### config.mk
export PLATFORM = sky130hd
export DESIGN_NAME = filt_result_writer_flat
export DESIGN_NICKNAME = d
export VERILOG_FILES = /design/src/rtl/filt_pkg.sv /design/src/rtl/filt_result_writer_if.sv /design/src/rtl/filt_skid_fifo.sv /design/src/rtl/filt_result_writer.sv /design/src/flat_wrapper.sv
export SDC_FILE = /design/constraint.sdc
export NUM_CORES = 1
export LEC_CHECK = 0
export CORE_MARGIN = 2
export CORE_UTILIZATION = 45
export DETAILED_ROUTE_END_ITERATION = 10
export PLACE_DENSITY_LB_ADDON = 0.08
export SYNTH_ARGS = -nofsm -noshare
export SYNTH_HDL_FRONTEND = slang
export SYNTH_SLANG_ARGS = --single-unit
### constraint.sdc
create_clock -name clk -period 6.6 [get_ports clk]
set_input_delay 0.66 -clock clk [delete_from_list [all_inputs] [get_ports clk]]
set_output_delay 0.66 -clock clk [all_outputs]
set_load 0.005 [all_outputs]
### src/rtl/filt_pkg.sv
// Types and widths shared by the filter read-address counter and result writer.
package filt_pkg;

    localparam int FILT_CNT_W = 32;

    typedef enum logic [1:0] {
        ST_IDLE = 2'd0,
        ST_RUN  = 2'd1,
        ST_HOLD = 2'd2,
        ST_DONE = 2'd3
    } filt_state_e;

endpackage

### src/rtl/filt_result_writer_if.sv
// Result stream in from the accelerator plus the write port out to result memory.
interface filt_result_writer_if #(
    parameter int DATA_W = 32,
    parameter int ADDR_W = 32
);
    logic [DATA_W-1:0] in_data;
    logic              in_valid;
    logic              in_ready;
    logic              pause;
    logic              mem_we;
    logic [ADDR_W-1:0] mem_addr;
    logic [DATA_W-1:0] mem_data;

    // slave: the writer itself; master: accelerator and memory side
    modport slave (
        input  in_data, in_valid, pause,
        output in_ready, mem_we, mem_addr, mem_data
    );

    modport master (
        output in_data, in_valid, pause,
        input  in_ready, mem_we, mem_addr, mem_data
    );
endinterface

### src/rtl/filt_skid_fifo.sv
// Two-entry FIFO between the accelerator handshake and the memory issue slot.
module filt_skid_fifo #(
    parameter int DATA_W = 32
) (
    input  logic              clk,
    input  logic              rst,
    input  logic              i_clear,
    input  logic              i_push,
    input  logic              i_pop,
    input  logic [DATA_W-1:0] i_data,
    output logic [DATA_W-1:0] o_data,
    output logic              o_full,
    output logic              o_empty
);
    logic [DATA_W-1:0] r_mem [2];
    logic              r_wptr;
    logic              r_rptr;
    logic [1:0]        r_cnt;

    always_ff @(posedge clk or posedge rst) begin
        if (rst) begin
            r_wptr <= 1'b0;
            r_rptr <= 1'b0;
            r_cnt  <= '0;
        end else if (i_clear) begin
            r_wptr <= 1'b0;
            r_rptr <= 1'b0;
            r_cnt  <= '0;
        end else begin
            if (i_push) r_wptr <= ~r_wptr;
            if (i_pop)  r_rptr <= ~r_rptr;
            r_cnt <= r_cnt + 2'(i_push) - 2'(i_pop);
        end
    end

    // Storage needs no reset; occupancy alone decides what is valid.
    always_ff @(posedge clk) begin
        if (i_push) r_mem[r_wptr] <= i_data;
    end

    assign o_data  = r_mem[r_rptr];
    assign o_full  = (r_cnt == 2'd2);
    assign o_empty = (r_cnt == 2'd0);
endmodule

### src/rtl/filt_result_writer.sv
// Buffers accelerator results and writes them to sequential addresses, one write every other cycle.
module filt_result_writer
    import filt_pkg::*;
#(
    parameter int              DATA_W    = 32,
    parameter int              ADDR_W    = 32,
    parameter logic [ADDR_W-1:0] BASE_ADDR = '0
) (
    input  logic                  clk,
    input  logic                  rst,
    input  logic                  enable,
    input  logic [FILT_CNT_W-1:0] filesize,
    filt_result_writer_if.slave   bus,
    output logic [FILT_CNT_W-1:0] count,
    output logic                  done
);
    localparam logic [1:0] S_IDLE = ST_IDLE;
    localparam logic [1:0] S_RUN  = ST_RUN;
    localparam logic [1:0] S_HOLD = ST_HOLD;
    localparam logic [1:0] S_DONE = ST_DONE;

    logic [1:0]            r_state;
    logic [FILT_CNT_W-1:0] r_size;
    logic [FILT_CNT_W-1:0] r_acc;
    logic [FILT_CNT_W-1:0] r_count;
    logic                  r_mem_we;
    logic [ADDR_W-1:0]     r_mem_addr;
    logic [DATA_W-1:0]     r_mem_data;
    logic                  r_done;

    logic                  w_in_ready;
    logic                  w_push;
    logic                  w_pop;
    logic                  w_clear;
    logic                  w_full;
    logic                  w_empty;
    logic [DATA_W-1:0]     w_head;
    logic [ADDR_W-1:0]     w_next_addr;

    assign w_clear     = !enable;
    assign w_in_ready  = (r_state == S_RUN || r_state == S_HOLD) && !w_full && (r_acc < r_size);
    assign w_push      = bus.in_valid && w_in_ready;
    assign w_pop       = enable && (r_state == S_RUN) && !w_empty && !bus.pause;
    assign w_next_addr = BASE_ADDR + ADDR_W'(r_count);

    filt_skid_fifo #(.DATA_W(DATA_W)) u_fifo (
        .clk     (clk),
        .rst     (rst),
        .i_clear (w_clear),
        .i_push  (w_push),
        .i_pop   (w_pop),
        .i_data  (bus.in_data),
        .o_data  (w_head),
        .o_full  (w_full),
        .o_empty (w_empty)
    );

    always_ff @(posedge clk or posedge rst) begin
        if (rst) begin
            r_state    <= S_IDLE;
            r_size     <= '0;
            r_acc      <= '0;
            r_count    <= '0;
            r_mem_we   <= 1'b0;
            r_mem_addr <= '0;
            r_mem_data <= '0;
            r_done     <= 1'b0;
        end else if (!enable) begin
            r_state  <= S_IDLE;
            r_acc    <= '0;
            r_count  <= '0;
            r_done   <= 1'b0;
            r_mem_we <= 1'b0;
        end else begin
            r_mem_we <= 1'b0;
            if (w_push) r_acc <= r_acc + FILT_CNT_W'(1);
            case (r_state)
                S_IDLE: begin
                    r_size <= filesize;
                    if (filesize == '0) begin
                        r_state <= S_DONE;
                        r_done  <= 1'b1;
                    end else begin
                        r_state <= S_RUN;
                    end
                end
                S_RUN: begin
                    if (w_pop) begin
                        r_mem_we   <= 1'b1;
                        r_mem_addr <= w_next_addr;
                        r_mem_data <= w_head;
                        r_count    <= r_count + FILT_CNT_W'(1);
                        r_state    <= S_HOLD;
                    end
                end
                S_HOLD: begin
                    if (r_count == r_size) begin
                        r_state <= S_DONE;
                        r_done  <= 1'b1;
                    end else begin
                        r_state <= S_RUN;
                    end
                end
                S_DONE:  r_done  <= 1'b1;
                default: r_state <= S_IDLE;
            endcase
        end
    end

    assign bus.in_ready = w_in_ready;
    assign bus.mem_we   = r_mem_we;
    assign bus.mem_addr = r_mem_addr;
    assign bus.mem_data = r_mem_data;
    assign count        = r_count;
    assign done         = r_done;
endmodule

### src/flat_wrapper.sv
// flat-port wrapper written by rule: the top's interface ports become plain ports
module filt_result_writer_flat import filt_pkg::*;
#(
    parameter int              DATA_W    = 32,
    parameter int              ADDR_W    = 32,
    parameter logic [ADDR_W-1:0] BASE_ADDR = '0
)
  (clk, rst, enable, filesize, count, done, bus_in_data, bus_in_valid, bus_pause, bus_in_ready, bus_mem_we, bus_mem_addr, bus_mem_data);
  filt_result_writer_if #(.DATA_W(DATA_W), .ADDR_W(ADDR_W)) bus_i ();
  input  logic clk;
  input  logic rst;
  input  logic enable;
  input  logic [FILT_CNT_W-1:0] filesize;
  output logic [FILT_CNT_W-1:0] count;
  output logic done;
  input wire logic [$bits(bus_i.in_data)-1:0] bus_in_data;
  input wire logic [$bits(bus_i.in_valid)-1:0] bus_in_valid;
  input wire logic [$bits(bus_i.pause)-1:0] bus_pause;
  output wire logic [$bits(bus_i.in_ready)-1:0] bus_in_ready;
  output wire logic [$bits(bus_i.mem_we)-1:0] bus_mem_we;
  output wire logic [$bits(bus_i.mem_addr)-1:0] bus_mem_addr;
  output wire logic [$bits(bus_i.mem_data)-1:0] bus_mem_data;
  assign bus_i.in_data = bus_in_data;
  assign bus_i.in_valid = bus_in_valid;
  assign bus_i.pause = bus_pause;
  assign bus_in_ready = bus_i.in_ready;
  assign bus_mem_we = bus_i.mem_we;
  assign bus_mem_addr = bus_i.mem_addr;
  assign bus_mem_data = bus_i.mem_data;
  filt_result_writer #(.DATA_W(DATA_W), .ADDR_W(ADDR_W), .BASE_ADDR(BASE_ADDR)) u_core (.clk(clk), .rst(rst), .enable(enable), .filesize(filesize), .bus(bus_i), .count(count), .done(done));
endmodule
# After elaboration in Yosys (flattened, before gate mapping)
# Memory sizes are Yosys's and may differ from the RTL's. A register that Yosys moved wholly into a read port is not among the register bits.
# Cells that the tools add are included.
[word_totals]
input_bits = 69
n_memories = 1
ram_bits = 64
ff_bits = 136
elab_cells = 73
[memory_table]
columns = ["name", "words", "word_bits", "read_ports", "rd_ports_with_merged_regs", "wr", "line", "rtl"]
rows = [
  ["u_core.u_fifo.r_mem", 2, 32, 1, 1, 1, "filt_skid_fifo.sv:15", "logic [DATA_W-1:0] r_mem [2];"],
]
[op_classes]
reduce_logical = 18
add_sub_neg = 4
n_lt_le_gt_ge = 1
mux = 24
bitwise = 2
eq_ne = 13
[ops]
columns = ["operator", "n"]
rows = [
  ["$mux W32", 5],
  ["$add A32 B1 Y32 const B", 2],
  ["$eq A32 B32 Y1", 1],
  ["$logic_not A32 Y1", 1],
  ["$lt A32 B32 Y1", 1],
  ["$mux W1", 12],
  ["$mux W2", 5],
  ["$ne A4 B1 Y1 const B", 2],
  ["$eq A2 B2 Y1 const B", 3],
  ["$logic_and A1 B1 Y1", 6],
  ["$ne A2 B1 Y1 const B", 3],
  ["$ne A3 B3 Y1 const B", 2],
  ["$pmux W2 S3", 1],
  ["$reduce_and A2 Y1", 3],
  ["$reduce_and A3 Y1", 2],
  ["$logic_not A2 Y1", 2],
  ["$logic_not A1 Y1", 3],
  ["$ne A3 B2 Y1 const B", 1],
  ["$pmux W1 S3", 1],
  ["$add A2 B1 Y2", 1],
  ["$eq A2 B1 Y1 const B", 1],
  ["$not A1 Y1", 2],
  ["$sub A2 B1 Y2", 1],
  ["$logic_or A1 B1 Y1", 1],
]

# Logic depth before layout (Yosys ltp)
# Gate-level depths: netlist of the first run.
[logic_depth]
ltp_word = 8
depth_mapped = 11
depth_no_buf = 10

# Cells and area by module
# From an unflattened synthesis of the first run, not the netlist that was laid out.
[unflattened]
cells_unflattened = 883
area_unflattened_um2 = 11104.4
[modules_own_cells]
columns = ["mod", "instances", "seq_area_each_um2", "area_each_um2", "cells_per_inst"]
rows = [
  ["filt_result_writer", 1, 4103.9, 8425.6, 763],
  ["filt_skid_fifo", 1, 2021.9, 2678.8, 120],
]

# Worst setup path before layout of the first run
# Ideal clock, no wire load.
[synth_timing]
path_type = "flip-flop to flip-flop"
from = "register u_core.r_acc[1]"
to = "memory u_core.u_fifo.r_mem[0][0], enable pin"
arrival_ps = 3885
path_stages_with_launch = 8
required_time_ps = 6139
setup_time_ps = 461
slack_ps = 2254
path_cell_list = "dfrtp_1 -> ha_1 -> a2111oi_0 -> or4_1 -> a41oi_2 -> buf_2 -> buf_2 -> nor3_1"
[synth_between]
elab_chain_cells = 5
[synth_rtl]
columns = ["item", "line", "rtl"]
rows = [
  ["start, declared", "filt_result_writer.sv:24", "logic [FILT_CNT_W-1:0] r_acc;"],
  ["start signal, assigned", "filt_result_writer.sv:76", "if (w_push) r_acc <= r_acc + FILT_CNT_W'(1);"],
  ["$lt A32 B32 Y1", "filt_result_writer.sv:41", "assign w_in_ready = (r_state == S_RUN || r_state == S_HOLD) && !w_full && (r_acc < r_size);"],
  ["$logic_and A1 B1 Y1", "filt_result_writer.sv:41", ""],
  ["$logic_and A1 B1 Y1", "filt_result_writer.sv:42", "assign w_push = bus.in_valid && w_in_ready;"],
  ["$mux W1", "filt_skid_fifo.sv:38", "if (i_push) r_mem[r_wptr] <= i_data;"],
  ["$mux W1 (not written as such)", "filt_skid_fifo.sv:38", ""],
  ["end, declared", "filt_skid_fifo.sv:15", ""],
]
# Every way passes these cells.

# Worst setup path in the final report of the first run
[layout_timing]
from = "register u_core.r_acc[13]"
to = "output bus_in_ready"
[layout_between]
elab_chain_cells = 2
[layout_rtl]
columns = ["item", "line", "rtl"]
rows = [
  ["$lt A32 B32 Y1", "filt_result_writer.sv:41", ""],
  ["$logic_and A1 B1 Y1", "filt_result_writer.sv:41", ""],
  ["end, declared", "flat_wrapper.sv:19", "output wire logic [$bits(bus_i.in_ready)-1:0] bus_in_ready;"],
]
# Every way passes these cells.

==> impl_metrics.tcl, run 1 <==
set metrics [dict create \
    status "finished, final reports clean" \
    p_comb_share_pct 23.9 \
    p_switching_mw 1.338 \
    design_area_um2 13780 \
    critPathTopFamily "simple AND/OR/NAND/NOR gates" \
    io_buffers 167 \
    antenna_found_initial 0 \
    ys_types 58 \
    grt_setup_unrepaired "no" \
    hold_class "flip-flop to flip-flop" \
    num_rows 57 \
    path_class "flip-flop to primary output" \
    finalCritPeriodShare_pct 64.04 \
    path_buf_inv 1 \
    firstDrtPassIters 4 \
    htree_levels 1 \
    synth_nets 1115 \
    cts_tree "yes" \
    vias 8087 \
    p_per_area_nw_per_um2 319.0 \
    worst_pin_slew_ns 1.006 \
    slew_headroom_pct 32.87 \
    grt_max_degree 96 \
    wl_mm 27.57 \
    ys.flop_type "dfrtp_1" \
    ctsLongestPathBuffers 3 \
    die_w_um 160.1 \
    dieArea_um2 25640 \
    grt_pass1_wl_mm 44.16 \
    drv_slew 0 \
    sequentialPowerShare_pct 44.6 \
    ant_nets 0 \
    placed_area_um2 12950 \
    p_sw_share_pct 30.45 \
    die_y_um 160.1 \
    slowest_stage "a41oi_4" \
    syn_inst 1007 \
    finClkSkew_ns 0.02258 \
    synth_area_um2 10970 \
    clock_latency_ns 0.55 \
    finalHoldViolCount 0 \
    cp_max_fo 26 \
    cts_root_buffer "clkbuf_16" \
    dr.first_iter.drc_count 541 \
    io_pins 168 \
    area_delta_synth_final_pct 25.58 \
    fin_nets 1271 \
    fmax_mhz 236.6 \
    path_cells "ha_1 -> nand4_1 -> or3_1 -> or4_1 -> a41oi_4 -> nor2_1 -> clkdlybuf4s50_1" \
    synthArstFlopShare_pct 72.41 \
    dp_cells 1459 \
    postCtsSetupBuffers 0 \
    ys_warn_count 0 \
    diodes 0 \
    synth_seq_area_share_pct 55.84 \
    synth-edff-count 64 \
    cp.arrival_ns 3.57 \
    via_per_inst 5.366 \
    cts_sinks 232 \
    startpoint_type "flip-flop" \
    drv_cap 0 \
    holdBufCountCts 0 \
    critical_path_required_ns 5.94 \
    cpPeakStageDelay_ns 0.67 \
    fin_crit_ns 4.227 \
    grt_pass1_vias 7847 \
    place_hpwl_mm 19.26 \
    clk_pin_slew_ns 0.06 \
    setup_viol 0 \
    drive_gt1_share_pct 8.622 \
    fin_tns_setup_ns 0 \
    fin_cells 1507 \
    globalRouteTotalUtil_pct 21.69 \
    ir_worst_vdd_mv 0.2308 \
    core_area_um2 24110 \
    p_leak_nw 5.767 \
    clockPowerShare_pct 31.5 \
    synth.avg_cell_area_um2 10.89 \
    wl_per_cell_um 18.30 \
    utilization_pct 57.15 \
    place_congestion 0.8393 \
    drc 0 \
    initial_utilization_pct 45.51 \
    yosys_register_bits 232 \
    ctsResizeCount 0 \
    grt-ovfl-total 0 \
    worstSetupEndpointType "primary output" \
    cts_made_buffers 26 \
    p_int_mw 3.056 \
]
-- cell usage after synthesis (3+ instances only) --
master    instances  area share, %
a21oi_1          42            1.9
and2_1            6           0.34
and3_1            8           0.46
and4_1            7           0.56
buf_1             6           0.21
buf_2             5           0.23
clkbuf_1         37            1.3
clkbuf_8          3           0.38
dfrtp_1         168             38
edfxtp_1         64             18
ha_1             39            4.4
inv_1            43            1.5
mux2_2           32            3.3
mux2i_1          39            3.6
nand2_1         173            5.9
nand2b_1         10           0.57
nand3_1          20           0.91
nand4_1          30            1.7
nor2_1           45            1.5
nor3_1            7           0.32
nor4_1           21            1.2
o21a_1            3           0.21
o21ai_0          50            2.3
o31ai_1          19            1.3
o41ai_1           4           0.32
or3_1            11           0.63
or4_1            18            1.2
xnor2_1          14            1.1
xor2_1           47            3.8
-- worst paths after layout --
path                                               from                    endpoint  slack, ns  cells after the start
max in group asynchronous                           rst           u_core.r_size[16]       4.62                      3
worst max-delay path                   u_core.r_acc[13]                bus_in_ready       2.37                      7
worst max register to register         u_core.r_acc[13]  u_core.u_fifo.r_mem[1][26]       3.03                      8
min in group asynchronous                           rst      u_core.bus.mem_addr[4]       0.58                      2
worst min register to register  u_core.bus.mem_addr[29]     u_core.bus.mem_addr[29]       0.47                      2
worst min-delay path            u_core.bus.mem_addr[29]     u_core.bus.mem_addr[29]       0.47                      2
-- flip-flops by register name, indices dropped and copies added, names as in the netlist --
name,cells
u_core.r_state,2
u_core.r_size,32
u_core.u_fifo.r_wptr,1
u_core.u_fifo.r_mem,64
u_core.u_fifo.r_cnt,2
u_core.bus.mem_addr,32
u_core.r_acc,32
u_core.bus.mem_we,1
u_core.done,1
u_core.bus.mem_data,32
u_core.count,32
u_core.u_fifo.r_rptr,1
-- logic make-up after synthesis --
group           Yosys count  synth area share [%]
mux                      71                 6.843
fa+ha+maj                39                 4.448
xor+xnor                 61                 4.870
simple gates            373                 16.74
compound gates          136                 7.607
buf+inv                  95                 3.650
flops                   232                 55.84
-- area by class of cell --
type                            instances  area, µm²
Clock buffer                           39      759.5
Fill cell                            2151      10330
Clock inverter                          9      71.32
Multi-Input combinational cell        680       4478
Tap cell                              324      405.4
Timing Repair Buffer                  180       1769
Sequential cell                       232       6127
Inverter                               43      166.4
-- metal layers --
| layer | up-vias | track usage, % | wire, µm |
|---|---|---|---|
| met5 | - | 0 | 0 |
| li1 | 3891 | - | - |
| met1 | 3946 | 29.40 | 12210 |
| met3 | 44 | 5.195 | 1796 |
| met2 | 206 | 35.05 | 12830 |
| met4 | 0 | 6.061 | 737 |
-- through the flow --
| step | hold slack (ns) | power (mW) | worst slack, ns |
|---|---|---|---|
| 2_1_floorplan | 0.4699 | 2.577 | 1.393 |
| 3_3_place_gp | 0.4573 | 3.017 | 2.985 |
| 3_5_place_dp | 0.4627 | 3.035 | 2.932 |
| 4_1_cts | 0.4771 | 4.444 | 2.331 |
| 5_1_grt | 0.4959 | 4.644 | 2.141 |
| 6_report | 0.4708 | 4.394 | 2.373 |
-- worst register-to-register path, cell delays in order, from the launching register on --
cell,delay (ns)
dfrtp_1,0.43
ha_1,0.33
nand4_1,0.15
or3_1,0.39
or4_1,0.46
a41oi_4,0.67
nor2_1,0.32
and2_1,0.25
buf_4,0.27
-- cell usage in the layout (no fill, tap or decap), drive strengths merged, types with 4 or more instances in the layout --
cell type,netlist,layout
dfrtp,168,168
inv,43,44
nor3,7,7
nand3,20,20
nor4,21,21
xnor2,14,14
nor2,45,45
and4,9,9
or3,14,14
mux2i,39,39
mux2,32,32
buf,12,13
clkinv,0,8
nand4,31,31
nand2b,10,10
edfxtp,64,64
xor2,47,47
and2,8,8
a21oi,42,42
and3,10,10
o31ai,19,19
ha,39,39
clkbuf,40,39
nand2,173,173
or4,20,20
o41ai,4,4
o21ai,51,51
clkdlybuf4s50,0,167
-- power groups by stage --
stage / logic [mW] / registers, mW / clock network (mW)
final: 1.05 / 1.96 / 1.39
after global routing: 1.17 / 1.99 / 1.48
after CTS: 1.06 / 1.96 / 1.42
after detailed placement: 1.05 / 1.98 / 0
after global placement: 1.03 / 1.98 / 0
after floorplan: 0.657 / 1.92 / 0
Power figures use the tool's default switching activity.
==> run 2, diff against run 1 <==
- clock period: 6.6 -> 3.6 ns (I/O delays scaled with it)
==> run 2 against run 1 <==
Net effect: clock skew shrank 0.012 ns; sequential power grew 83%; critical path depth grew 1.
==> impl_metrics.tcl, run 2 (synthesis results as in run 1) <==
set metrics [dict create \
    status "finished, final reports clean" \
    globalRouteTotalUtil_pct 21.89 \
    via_per_inst 5.427 \
    startpoint "u_core.r_size[13]" \
    drv_cap 0 \
    io_buffers 167 \
    fin_crit_ns 3.394 \
    cts_sinks 232 \
    reg2reg_from "u_core.r_state[0]" \
    diodes 0 \
    grt-ovfl-total 0 \
    cp.arrival_ns 3.03 \
    ant_nets 0 \
    ir_worst_vdd_mv 0.4252 \
    die_y_um 160.1 \
    wl_per_cell_um 18.35 \
    wl_mm 27.88 \
    place_ws_ns 0.6325 \
    setup_viol 0 \
    worstSetupEndpointType "primary output" \
    finalCritPeriodShare_pct 94.27 \
    holdBufCountCts 0 \
    core_area_um2 24110 \
    setup_slack_ns 0.2065 \
    clock_latency_ns 0.55 \
    initial_utilization_pct 45.51 \
    die_w_um 160.1 \
    ctsResizeCount 0 \
    grt_max_degree 51 \
    grt_pass1_vias 8053 \
    layout_common_cells "nand2_1 (173), clkdlybuf4s50_1 (167), dfrtp_1 (167), edfxtp_1 (64), o21ai_0 (50)" \
    grt_setup_unrepaired "no" \
    grt_pass1_wl_mm 44.56 \
    fmax_mhz 294.7 \
    io_pins 168 \
    postCtsSetupBuffers 0 \
    vias 8243 \
    drive_gt1_share_pct 9.540 \
    cts_made_buffers 27 \
    dr.first_iter.drc_count 435 \
    area_delta_synth_final_pct 27.20 \
    cts_root_buffer "clkbuf_16" \
    startpoint_type "flip-flop" \
    place_hpwl_mm 19.55 \
    drv_slew 0 \
    antenna_found_initial 2 \
    htree_levels 1 \
    fin_tns_setup_ns 0 \
    num_rows 57 \
    finClkSkew_ns 0.01100 \
    critical_path_required_ns 3.24 \
    largest_register "u_core.u_fifo.r_mem" \
    place_congestion 0.8523 \
    clk_pin_slew_ns 0.06 \
    fillers 2164 \
    report.power.total_mw 8.249 \
    hold_class "input pin to asynchronous set/reset pin" \
    fin_nets 1283 \
    worst_pin_slew_ns 1.015 \
    path_class "flip-flop to primary output" \
    p_per_area_nw_per_um2 591.2 \
    dieArea_um2 25640 \
    finalHoldViolCount 0 \
    cts_tree "yes" \
    final_common_cell "nand2_1" \
    largest_reg_flops 64 \
    ctsLongestPathBuffers 3 \
    firstDrtPassIters 5 \
    p_leak_nw 5.853 \
    drc 0 \
    slew_headroom_pct 32.36 \
    cp_max_fo 4 \
]
==> run 2: cell count changes in the layout (fill, tap and decap cells not counted), moves of 2 or more <==
cell	delta
clkbuf_1	-2
clkinv_1	+2
bufinv_16	+2
buf_4	+8
buf_12	+3
inv_6	-2
==> run 2: cell type report <==
class,instances,area (µm²),share of cell area (%)
flip-flops and latches,232,6127,43.91
clock buffers,37,763.2,5.469
repair buffers,191,1889,13.54
multi-input cells,680,4484,32.13
clock inverters,12,120.1,0.8608
inverters,43,165.2,1.184
well taps,324,405.4,2.905
==> run 2: report_power, final <==
group          switching, mW  internal [mW]  total, mW
Combinational           1.00          0.953       1.96
Clock                   1.08           1.62       2.70
Sequential             0.374           3.22       3.59
==> run 2: critical path, stage by stage, from the launching register on <==
cell	delay, ns
dfrtp_1	0.38
inv_1	0.08
ha_1	0.31
nand4_1	0.15
or3_1	0.39
or4_1	0.45
a41oi_4	0.21
nor2_1	0.08
clkdlybuf4s50_1	0.45
==> run 2: path summary, 6_finish.rpt <==
path                                              end  slack (ns)  depth (start not counted)
hold reg to reg               u_core.bus.mem_addr[26]        0.47                          2
hold / removal                u_core.bus.mem_addr[10]        0.35                          2
setup / recovery                         bus_in_ready        0.21                          8
min in group clk           u_core.u_fifo.r_mem[0][12]        0.39                          1
setup reg to reg            u_core.u_fifo.r_mem[1][0]        0.66                         10
max in group asynchronous            u_core.r_acc[19]        2.48                          3
==> run 2: metal layers <==
layer	share of wire (%)	GRT usage (%)	vias to the layer above
li1	-	-	3917
met1	44	29.22	4027
met2	47	35.79	245
met3	6.5	5.247	50
met4	2.9	6.306	4
met5	0.097	0	-
==> run 2: per-stage QoR <==
step | std cells | utilization, % | hold WS (ns) | cell area, µm²
floorplan | 1007 | - | 0.4589 | 10980
global placement | 1470 | 54.23 | 0.4576 | 13070
detailed placement | 1470 | 54.23 | 0.4620 | 13070
CTS | 1519 | 57.89 | 0.3584 | 13950
global route | 1519 | 57.89 | 0.3727 | 13950
finish | 1519 | 57.89 | 0.3473 | 13950
==> patch 1, RTL diff (settings of run 1) <==
Change the package constant `FILT_CNT_W` from 32 to 64.
--- a/src/rtl/filt_pkg.sv
+++ b/src/rtl/filt_pkg.sv
@@ -3,3 +3,3 @@
 
-    localparam int FILT_CNT_W = 32;
+    localparam int FILT_CNT_W = 64;
 
Interface: changed (resized count and filesize); port bits go from 168 to 232. The function was not compared with the original's and may differ.
==> patch 1 against run 1 <==
- power up 49%
- global-route usage grew 3.5 points
- via count is 56% higher
- die area grew 49%
- register-to-register slack worse by 0.43 ns
- first-iteration DRC count is 39% higher
- final area increased by 49%
- largest power group unchanged
- area after synthesis grew 51%
- wire length rose by 73%
- sequential cell count grew 96
- setup slack gained 0.10 ns
==> patch 1: results (changes against run 1) <==
.. list-table::
   :header-rows: 1

   * - Metric
     - Value
   * - H-tree levels
     - 2 (+1)
   * - Crit-path leading delay family
     - compound AO/OA/AOI/OAI gates
   * - Ranking of synthesized cells by instance count
     - 264 x dfrtp_1, 123 x nand2_1, 94 x inv_1
   * - Worst-case vdd ir drop
     - 203 uV (-12%)
   * - Final GP Congestion
     - 0.879 (+4.7%)
   * - Area share of buffers outside the clock network
     - 11.7% (-1.2 points)
   * - Routed wire length
     - 47700 um (+73%)
   * - Number of iterations in the first detailed-routing pass
     - 5 (+1)
   * - Proportion of synthesized chip area in sequential cells
     - 51.6% (-4.3 points)
   * - Via-per-instance ratio
     - 5.62 (+4.7%)
   * - Wire length of the first global-routing pass
     - 74300 um (+68%)
   * - Delay of the slowest cell on the worst path
     - 0.62 ns (-0.05 ns)
   * - Half-perimeter wire length of the detailed placement result
     - 34500 um (+79%)
   * - Logic inverters
     - 95 (+120%)
   * - Non-clk bufs
     - 241 (+34%)
   * - Vias in the first global route
     - 12700 (+62%)
   * - Total area of multi-input combinational cells
     - 7420 um2 (+66%)
   * - Worst-path maximum fanout
     - 4 (-85%)
   * - Worst-case clock skew
     - 0.0270 ns (+0.00441 ns)
   * - Total placed instance area
     - 19300 um2 (+49%)
   * - Ratio of cells with drive above 1 in the final layout
     - 10.2% (+1.6 points)
   * - Met3 track utilization from global routing
     - 4.69% (-0.50 points)
   * - Number of sequential cells
     - 328 (+41%)
   * - Overall track demand over capacity in global routing
     - 25.2% (+3.5 points)
   * - Post-synthesis xor/xnor area fraction
     - 5.98% (+1.1 points)
   * - Count of port buffers added during placement
     - 231 (+38%)
   * - Arrival time of data at the critical path endpoint
     - 3.47 ns (-0.10 ns)
   * - Synth top area cells
     - dfrtp_1 40%, edfxtp_1 12%, mux2_2 6.3%
   * - Sequential share of cell area
     - 41.5% (-3.0 points)
   * - Num CTS Buffers
     - 39 (+50%)
   * - Number of nets in the synthesized netlist
     - 1705 (+53%)
   * - Beginning of the critical path
     - u_core.r_acc[45]
   * - Static Leak
     - 8.40 nW (+46%)
   * - DR iter-0 viols
     - 751 (+39%)
   * - Tightest Pin Transition
     - 1.14 ns (+0.135 ns)
   * - # fillers
     - 3149 (+46%)
   * - Mapped Area
     - 16500 um2 (+51%)
   * - Met1 capacity usage during global routing
     - 34.6% (+5.2 points)
   * - Multi-input logic cell count
     - 1041 (+53%)
   * - Run status
     - complete, no violations
   * - Reg2reg start
     - u_core.r_state[1]
   * - Max Freq
     - 242 MHz (+2.4%)
   * - Crit-path slowest cell
     - or4_1
   * - Pin count of the biggest net entering global routing
     - 147 (+53%)
   * - Fraction of met2 tracks used by global routing
     - 39.9% (+4.8 points)
-- patch 1: cell count changes after synthesis, sizes merged, moves of 19 or more --
cell / run 1 / this run
a21oi: 42 / 69
o21ai: 51 / 84
dfrtp: 168 / 264
xnor2: 14 / 85
or3: 14 / 35
nand4: 31 / 58
ha: 39 / 71
nand3: 20 / 59
nor4: 21 / 42
inv: 43 / 95
nor2: 45 / 72
nand2: 173 / 123
mux2: 32 / 93
xor2: 47 / 28
-- patch 1: through the flow --
stage          util (%)  power (mW)  instances  hold slack (ns)  setup WS [ns]
3_5_place_dp       52.9        4.41       2173            0.470           2.24
3_3_place_gp       52.9        4.36       2173            0.462           2.38
6_report           56.4        6.53       2242            0.409           2.47
4_1_cts            56.4        6.56       2242            0.398           2.45
5_1_grt            56.4        6.86       2242            0.413           2.19
2_1_floorplan         -        3.70       1533            0.473           2.38
-- patch 1: power breakdown --
part	leakage [nW]	internal, mW	switching, mW	total (mW)
combinational	3.69	0.761	0.816	1.58
sequential	4.09	2.44	0.367	2.81
clock	0.617	1.26	0.879	2.14
-- patch 1: routing by layer --
metal | part of all wire [%] | vias up
met3 | 6.8 | 89
li1 | - | 5933
met2 | 47 | 375
met1 | 43 | 6196
met5 | 0 | -
met4 | 3.6 | 0
-- patch 1: final timing paths --
check,endpoint,slack [ns]
max in group asynchronous,u_core.r_acc[31],4.86
min,u_core.r_acc[14],0.41
min reg2reg,u_core.bus.mem_data[6],0.48
max reg2reg,u_core.count[37],2.60
min in group clk,u_core.bus.mem_data[6],0.48
max,bus_in_ready,2.47
-- patch 1: cell families after synthesis --
kind of cell | count (synthesis)
compound gates | 219
xor+xnor | 113
fa+ha+maj | 71
buf+inv | 164
flops | 328
mux | 141
simple gates | 497
==> patch 2, RTL diff (config.mk and constraints of run 1) <==
Without the edit above. Make the reset (`rst`) synchronous in 2 clocked blocks.
--- a/src/rtl/filt_skid_fifo.sv
+++ b/src/rtl/filt_skid_fifo.sv
@@ -19,3 +19,3 @@
 
-    always_ff @(posedge clk or posedge rst) begin
+    always_ff @(posedge clk) begin
         if (rst) begin
--- a/src/rtl/filt_result_writer.sv
+++ b/src/rtl/filt_result_writer.sv
@@ -57,3 +57,3 @@
 
-    always_ff @(posedge clk or posedge rst) begin
+    always_ff @(posedge clk) begin
         if (rst) begin
Check against the original RTL: differs if rst is asserted again (counterexample within 4 cycles, from zero or initial values and one cycle with rst high); with rst held inactive, the same outputs for 4 cycles.
==> patch 2 against run 1 <==
- final area is 6.7% lower
- area after synthesis is 5.9% lower
- sequential share of layout area is 3.4 points lower
- wire length is 4.7% lower
- setup slack better by 0.16 ns
- sequential cell count stayed put
- worst hold slack worse by 0.018 ns
- critical path type unchanged
Power is not compared: it rests on default switching activity, and its combinational part moved more than twofold at a synthesized area within 25%.
==> patch 2: results (changes against run 1) <==
.. list-table::
   :header-rows: 1

   * - Metric
     - Value
   * - Clock latency on the worst-skew pair
     - 0.52 ns (-0.03 ns)
   * - Wire length of the first global-routing pass
     - 42100 um (-4.6%)
   * - Routed wire length
     - 26300 um (-4.7%)
   * - # fillers
     - 2044 (-5.0%)
   * - Num CTS Buffers
     - 25 (-3.8%)
   * - Flop2flop setup slack
     - 3.25 ns (+0.22 ns)
   * - DR iter-0 viols
     - 484 (-11%)
   * - Most frequently used flop master after synthesis
     - dfxtp_1
   * - # placed instances
     - 1465 (+0.41%)
   * - Max Freq
     - 246 MHz (+3.9%)
   * - Count of port buffers added during placement
     - 167 (unchanged)
   * - Total placed instance area
     - 12100 um2 (-6.4%)
   * - Run status
     - complete, no violations
   * - Ranking of synthesized cells by instance count
     - 168 x dfxtp_1, 165 x nand2_1, 100 x a21oi_1
   * - Number of distinct library cell variants in the gate-level netlist after synthesis
     - 55 (-5.2%)
   * - Overall track demand over capacity in global routing
     - 21.8% (+0.12 points)
   * - Reg2reg start
     - u_core.r_size[7]
   * - Number of nets in the synthesized netlist
     - 1179 (+5.7%)
   * - Half-perimeter wire length of the detailed placement result
     - 18000 um (-6.5%)
   * - Gate count after technology mapping
     - 1071 (+6.4%)
   * - Synth async-reset ratio
     - 0% (-72 points)
   * - Ratio of cells with drive above 1 in the final layout
     - 5.40% (-3.2 points)
   * - Synth top area cells
     - dfxtp_1 33%, edfxtp_1 19%, nand2_1 6.0%
   * - Proportion of synthesized chip area in sequential cells
     - 51.2% (-4.7 points)
   * - Worst-case clock skew
     - 0.0100 ns (-0.0125 ns)
   * - Final Core Density
     - 57.0% (-0.20 points)
   * - Number of iterations in the first detailed-routing pass
     - 5 (+1)
   * - Worst relative slew slack
     - 23.7% (-9.1 points)
   * - Via-per-instance ratio
     - 5.44 (+1.3%)
   * - Pre-CTS setup slack
     - 3.10 ns (+0.163 ns)
   * - Worst-path maximum fanout
     - 27 (+3.8%)
   * - Routed length per instance
     - 17.4 um (-4.8%)
   * - Arrival time of data at the critical path endpoint
     - 3.41 ns (-0.16 ns)
   * - Final GP Congestion
     - 0.843 (+0.41%)
   * - Nets
     - 1315 (+3.5%)
patch 2: changes by cell type in the layout (fill, tap and decap cells not counted), sizes merged, moves of 34 or more:
cell    change
a21oi      +64
dfrtp     -168
o21ai      -40
a211oi     +34
dfxtp     +168
patch 2: cells by family (layout without fill, tap and decap cells):
family | after synthesis | in the layout | share of synthesized area (%)
muxes | 33 | 33 | 3.20
and+or+nand+nor | 398 | 398 | 18.8
DFF | 232 | 232 | 51.2
xor gates and xnor gates | 62 | 62 | 5.26
adders and majority gates | 39 | 39 | 4.73
buffers and inverters | 110 | 262 | 4.64
AOI/OAI and AO/OA | 197 | 197 | 12.2
patch 2: power groups by stage:
stage	combinational (mW)	sequential [mW]	clock (mW)
after global placement	0.198	1.54	0
after floorplan	0.114	1.54	0
after detailed placement	0.200	1.54	0
after CTS	0.202	1.51	1.31
final	0.201	1.51	1.28
after global routing	0.223	1.51	1.37
patch 2: critical path, stage by stage (launching register included):
cell and delay, ns:
dfxtp_1 0.36, inv_1 0.06, ha_1 0.32, nand4_1 0.11
o311a_1 0.38, o41a_1 0.46, a41oi_4 0.60, nor2_1 0.10
clkdlybuf4s50_1 0.48
patch 2: layout make-up:
class | instances | share of cell area [%]
flip-flops and latches | 232 | 41.1
multi-input cells | 729 | 35.6
repair buffers | 175 | 13.5
clock buffers | 35 | 5.39
well taps | 285 | 2.77
inverters | 44 | 1.29
clock inverters | 8 | 0.350
patch 2: how the worst min path moves through the flow:
| stage | start | to | slack (ns) | cells after the start |
|---|---|---|---|---|
| finish | u_core.bus.mem_addr[18] | u_core.bus.mem_addr[18] | 0.45 | 2 |
| global route | u_core.bus.mem_addr[13] | u_core.bus.mem_addr[13] | 0.46 | 2 |
| CTS | u_core.bus.mem_addr[29] | u_core.bus.mem_addr[29] | 0.45 | 2 |
| detailed placement | u_core.bus.mem_addr[29] | u_core.bus.mem_addr[29] | 0.45 | 2 |
| global placement | u_core.bus.mem_addr[11] | u_core.bus.mem_addr[11] | 0.44 | 2 |
| floorplan | u_core.bus.mem_addr[0] | u_core.bus.mem_addr[0] | 0.45 | 2 |
patch 2: metal layers:
| layer | vias up | wire length (um) | GRT usage, % |
|---|---|---|---|
| met2 | 217 | 12100 | 35.0 |
| li1 | 4071 | - | - |
| met5 | - | 0 | 0 |
| met1 | 3870 | 11800 | 29.8 |
| met4 | 0 | 651 | 6.12 |
| met3 | 41 | 1740 | 4.85 |
